===== src/rtl/weight_fetch_arbiter.sv =====
// Round-robin arbiter that lends the shared weight ROM to one neuron per burst.
// Optional macro WEIGHT_FETCH_STALL_CNT_EN builds the saturating backpressure counter.
module weight_fetch_arbiter #(
  parameter int NUM_REQ = 2,
  parameter int ADDR_W  = 8,
  parameter int DATA_W  = 8,
  parameter int LEN_W   = 8
) (
  input  logic                       clk,
  input  logic                       reset,
  input  logic [NUM_REQ-1:0]         req,
  input  logic [NUM_REQ*ADDR_W-1:0]  req_base,
  input  logic [NUM_REQ*LEN_W-1:0]   req_len,
  output logic [NUM_REQ-1:0]         grant,
  output logic [NUM_REQ-1:0]         done,
  output logic [ADDR_W-1:0]          rom_address,
  output logic                       rom_enable,
  input  logic [DATA_W-1:0]          rom_data,
  output logic [DATA_W-1:0]          w_data,
  output logic                       w_valid,
  output logic                       w_last,
  input  logic                       w_ready,
  output logic [15:0]                stall_cnt
);

  localparam int IDX_W = (NUM_REQ > 1) ? $clog2(NUM_REQ) : 1;

  typedef enum logic [1:0] {
    S_IDLE   = 2'd0,
    S_STREAM = 2'd1,
    S_DONE   = 2'd2
  } state_t;

  state_t             state_q, state_d;
  logic [ADDR_W-1:0]  addr_q, addr_d;
  logic [LEN_W-1:0]   cnt_q, cnt_d;
  logic [NUM_REQ-1:0] grant_q, grant_d;
  logic [IDX_W-1:0]   ptr_q, ptr_d;
  logic [IDX_W-1:0]   win_idx_s;

  // Lowest-distance set request from the pointer wins; scanning backwards lets the nearest overwrite.
  always_comb begin : arb
    int idx;
    idx       = 0;
    win_idx_s = '0;
    for (int k = NUM_REQ - 1; k >= 0; k--) begin
      idx = (int'(ptr_q) + k) % NUM_REQ;
      if (req[IDX_W'(idx)]) begin
        win_idx_s = IDX_W'(idx);
      end else begin
        win_idx_s = win_idx_s;
      end
    end
  end

  always_ff @(posedge clk) begin
    if (reset) begin
      state_q <= S_IDLE;
      addr_q  <= '0;
      cnt_q   <= '0;
      grant_q <= '0;
      ptr_q   <= '0;
    end else begin
      state_q <= state_d;
      addr_q  <= addr_d;
      cnt_q   <= cnt_d;
      grant_q <= grant_d;
      ptr_q   <= ptr_d;
    end
  end

  always_comb begin
    state_d = state_q;
    addr_d  = addr_q;
    cnt_d   = cnt_q;
    grant_d = grant_q;
    ptr_d   = ptr_q;
    case (state_q)
      S_IDLE: begin
        if (|req) begin
          addr_d  = req_base[int'(win_idx_s)*ADDR_W +: ADDR_W];
          cnt_d   = req_len[int'(win_idx_s)*LEN_W +: LEN_W];
          grant_d = {{(NUM_REQ-1){1'b0}}, 1'b1} << win_idx_s;
          ptr_d   = (int'(win_idx_s) == NUM_REQ - 1) ? '0 : win_idx_s + 1'b1;
          state_d = (cnt_d != '0) ? S_STREAM : S_DONE;
        end else begin
          state_d = S_IDLE;
        end
      end
      S_STREAM: begin
        // w_valid is always high here, so w_ready alone completes a beat.
        if (w_ready) begin
          addr_d  = addr_q + 1'b1;
          cnt_d   = cnt_q - 1'b1;
          state_d = (cnt_q == LEN_W'(1)) ? S_DONE : S_STREAM;
        end else begin
          state_d = S_STREAM;
        end
      end
      S_DONE: begin
        grant_d = '0;
        state_d = S_IDLE;
      end
      default: begin
        grant_d = '0;
        state_d = S_IDLE;
      end
    endcase
  end

  always_comb begin
    rom_enable  = 1'b0;
    rom_address = '0;
    w_valid     = 1'b0;
    w_last      = 1'b0;
    w_data      = '0;
    done        = '0;
    case (state_q)
      S_STREAM: begin
        rom_enable  = 1'b1;
        rom_address = addr_q;
        w_valid     = 1'b1;
        w_last      = (cnt_q == LEN_W'(1));
        w_data      = rom_data;
      end
      S_DONE:  done = grant_q;
      default: done = '0;
    endcase
  end

  assign grant = grant_q;

`ifdef WEIGHT_FETCH_STALL_CNT_EN
  logic [15:0] stall_q;

  always_ff @(posedge clk) begin
    if (reset) begin
      stall_q <= 16'h0000;
    end else if (w_valid && !w_ready && (stall_q != 16'hFFFF)) begin
      stall_q <= stall_q + 16'h0001;
    end else begin
      stall_q <= stall_q;
    end
  end

  assign stall_cnt = stall_q;
`else
  assign stall_cnt = 16'h0000;
`endif

endmodule


===== config.mk =====
export PLATFORM = sky130hd
export DESIGN_NAME = weight_fetch_arbiter
export DESIGN_NICKNAME = d
export VERILOG_FILES = /design/src/rtl/weight_fetch_arbiter.sv
export SDC_FILE = /design/constraint.sdc
export NUM_CORES = 1
export LEC_CHECK = 0
export BUFFER_PORTS_ARGS = -buffer_cell sky130_fd_sc_hd__buf_2
export CAP_MARGIN = 20
export CORE_UTILIZATION = 49
export CTS_CLUSTER_SIZE = 16
export DETAILED_ROUTE_END_ITERATION = 8
export GPL_ROUTABILITY_DRIVEN = 0
export PLACE_DENSITY = 0.85
export SLEW_MARGIN = 30
export SYNTH_ARGS = -nofsm -noshare
export SYNTH_HDL_FRONTEND = slang
export SYNTH_SLANG_ARGS = --single-unit

===== constraint.sdc =====
create_clock -name clk -period 4.2 [get_ports clk]
set_clock_uncertainty 0.15 [all_clocks]
set_input_delay 0.84 -clock clk [delete_from_list [all_inputs] [get_ports clk]]
set_output_delay 0.84 -clock clk [all_outputs]
set_load 0.005 [all_outputs]

==> flow_summary_export.csv <==
group,metric,value,unit
outcome,status,"finished, final reports clean",
logic_synthesis,ys_async_sr_fraction,0,%
critical_path,r2r-end,"addr_q[7]",
sta,fin_crit_sh,79.24,%
die,num_rows,20,
critical_path,crit_path_end,"w_data[4]",
critical_path,reg2reg_slack,1.82,ns
sta,slew_headroom,41.17,%
critical_path,path_delay_family,"simple AND/OR/NAND/NOR gates",
critical_path,path_cells,"nand2b_1, inv_1, and2_1, buf_2",
critical_path,cp_slowest_stage_delay,0.58,ns
global_route,grt_max_degree,28,
run,maxCapViolCount,0,
sta,rsz0062_at_grt,"false",
die,fp.dieW,60.08,um
critical_path,reg2regPathDepth,5,
critical_path,critPathSlowestCell,"nand2b_1",
finish,antenna-diode-count,0,
clock_tree,cts_buffers,3,
sta,maxSlewViolCount,0,
detailed_routing,wire_per_inst,12.16,um
logic_synthesis,synth_flop_cell,"dfxtp_1",
finish,layout.nets,321,
place,dp_hpwl,2914,um
critical_path,cp-startpoint,"state_q[1]",
sta,max_freq,0.3005,GHz
die,dieArea,3610,um^2
critical_path,worst-setup-path-type,"reg -> out",
logic_synthesis,ys_warn_count,0,
logic_synthesis,syn-instance-count,215,
clock_tree,post_cts_resized,0,
global_route,grt_pass1_vias,1375,
critical_path,start_kind,"flop",
logic_synthesis,yosysSeqAreaShare,25.44,%
critical_path,required,3.21,ns
logic_synthesis,yosysMostFrequentCell,"a21oi_1",
logic_synthesis,synth_area_leader_cell,"dfxtp_1",
critical_path,rr_startpoint,"state_q[1]",
power_and_ir_drop,power_frac_seq,41.3,%
die,io_pins,84,
sta,finalSetupTns,0,ns
clock_tree,cts_setup_buffers,0,
finish,area_growth,17.18,%
detailed_routing,num_vias,1682,
clock_tree,clk_latency,0.30,ns
power_and_ir_drop,ir_drop,0.0001497,V
logic_synthesis,synth.area.top_cells,"dfxtp_1 25%, buf_4 7.7%, a21oi_1 6.7%",
die,start_util,52.84,%
detailed_routing,via_per_inst,5.323,
global_route,overflow,0,
power_and_ir_drop,internal_power,396.2,uW
detailed_routing,drt_iter0_markers,69,
power_and_ir_drop,p_sw,256.5,uW
clock_tree,clkSlewWorstSetupHoldPaths,0.12,ns
logic_synthesis,ys_ff_latch,21,
sta,timing.hold.ws,0.3386,ns
critical_path,path_buf_inv,2,
place,port_buffers,67,
logic_synthesis,synth_area_per_cell,7.688,um^2
global_route,track_usage,21.36,%
die,die_h,60.08,um
detailed_routing,route.detailed.drc,0,
critical_path,worstSetupPathDepth,4,
logic_synthesis,synth-edff-count,0,
finish,drive_gt1_share,30.15,%
logic_synthesis,yosys-top-cells-count,"22 x a21oi_1, 21 x dfxtp_1, 17 x buf_4",
clock_tree,hold_buffers,0,
sta,min_period,3.328,ns
logic_synthesis,synth_area,1653,um^2
clock_tree,htreeDepth,1,
detailed_routing,drt-total-wl,3843,um
sta,hold_viol,0,
clock_tree,clk_path_buf_depth,2,
global_route,grt_pass1_wl,5975,um
sta,setup_viol,0,
critical_path,cp_data_arrival_time,2.34,ns
die,coreArea,3128,um^2
logic_synthesis,yosysTopAreaCellShare,25.44,%
power_and_ir_drop,p_comb_share,43.9,%
critical_path,endpoint_kind,"output pin",
power_and_ir_drop,pwr-share-clk,14.8,%
clock_tree,tritoncts,"done",
clock_tree,cts_sinks,21,
clock_tree,clock-root-buffer,"clkbuf_4",
detailed_routing,first_pass_iters,4,
sta,worst_pin_slew,0.8803,ns
critical_path,cp_max_fo,27,
power_and_ir_drop,p_per_area,337.0,nW/um^2
hold_path,hp-class,"reg -> reg",
global_route,antenna_found_initial,0,
power_and_ir_drop,switching_share,39.29,%
logic_synthesis,ys_types,45,
power_and_ir_drop,p_leak,0.9561,nW
detailed_routing,ant_nets,0,
how the worst min path moves through the flow:
stage             start        to  slack, ns  cells past startpoint
2_1_floorplan  cnt_q[6]  cnt_q[6]       0.30                      2
3_3_place_gp   cnt_q[6]  cnt_q[6]       0.32                      2
3_5_place_dp   cnt_q[6]  cnt_q[6]       0.32                      2
4_1_cts        cnt_q[6]  cnt_q[6]       0.34                      2
5_1_grt           ptr_q     ptr_q       0.37                      2
6_report       cnt_q[6]  cnt_q[6]       0.34                      2
cells in the final DEF, fill, tap and decap left out, drive strengths merged, types with 7 or more instances in the layout:
cell type	count
a211o	7
a21oi	22
and2	12
buf	68
conb	16
dfxtp	21
inv	12
mux2	7
mux2i	8
nand2	14
nor2	15
nor3	8
nor4	7
o21ai	12
metrics by stage:
| stage | total power [mW] | setup WS [ns] | instance area, um^2 | utilization [%] | std cells |
|---|---|---|---|---|---|
| after floorplan | 0.4947 | 2.137 | 1709 | - | 230 |
| after global placement | 0.5508 | 1.290 | 1911 | 61.08 | 312 |
| after detailed placement | 0.5577 | 1.220 | 1911 | 61.08 | 312 |
| after CTS | 0.6546 | 0.8699 | 1937 | 61.92 | 316 |
| after global routing | 0.7061 | 0.6753 | 1937 | 61.92 | 316 |
| final | 0.6527 | 0.8721 | 1937 | 61.92 | 316 |
per-layer routing:
| metal | part of all wire [%] | vias up | global-route usage (%) |
|---|---|---|---|
| met5 | 0 | - | 0 |
| met3 | 4.6 | 4 | 3.247 |
| met2 | 49 | 56 | 36.98 |
| li1 | - | 859 | - |
| met1 | 45 | 763 | 28.26 |
| met4 | 0.70 | 0 | 3.322 |
cells by family (layout without fill, tap and decap cells):
group,count (synthesis),count (layout),share of synthesized area (%)
fa+ha+maj,3,3,2.271
compound gates,66,66,26.87
buf+inv,42,84,14.61
simple gates,67,67,20.97
other cells,1,16,0.2269
flops,21,21,25.44
mux,15,15,9.614
final cells by class:
type	count	area (um^2)
clock buffers	4	26.28
fillers	306	1191
inverters	12	45.04
multi-input cells	167	1047
flip-flops and latches	21	420.4
well taps	44	55.05
repair buffers	68	342.8
state kept, by name, summed over array words and instances, names as in the netlist:
signal / count
addr_q: 8
cnt_q: 8
grant: 2
state_q: 2
ptr_q: 1
worst min-delay path: cells and delay by family (launching register included):
kind | cells | cell delay [ns]
AO/OA/AOI/OAI | 2 | 0.13
flip-flops | 1 | 0.32
power by group through the flow:
stage	logic, mW	registers [mW]	clock network, mW
floorplan	0.230	0.265	0
global placement	0.279	0.272	0
detailed placement	0.285	0.273	0
CTS	0.287	0.268	0.0997
global route	0.325	0.275	0.106
finish	0.287	0.269	0.0969
Note: power is estimated with default switching activity, not from simulation.
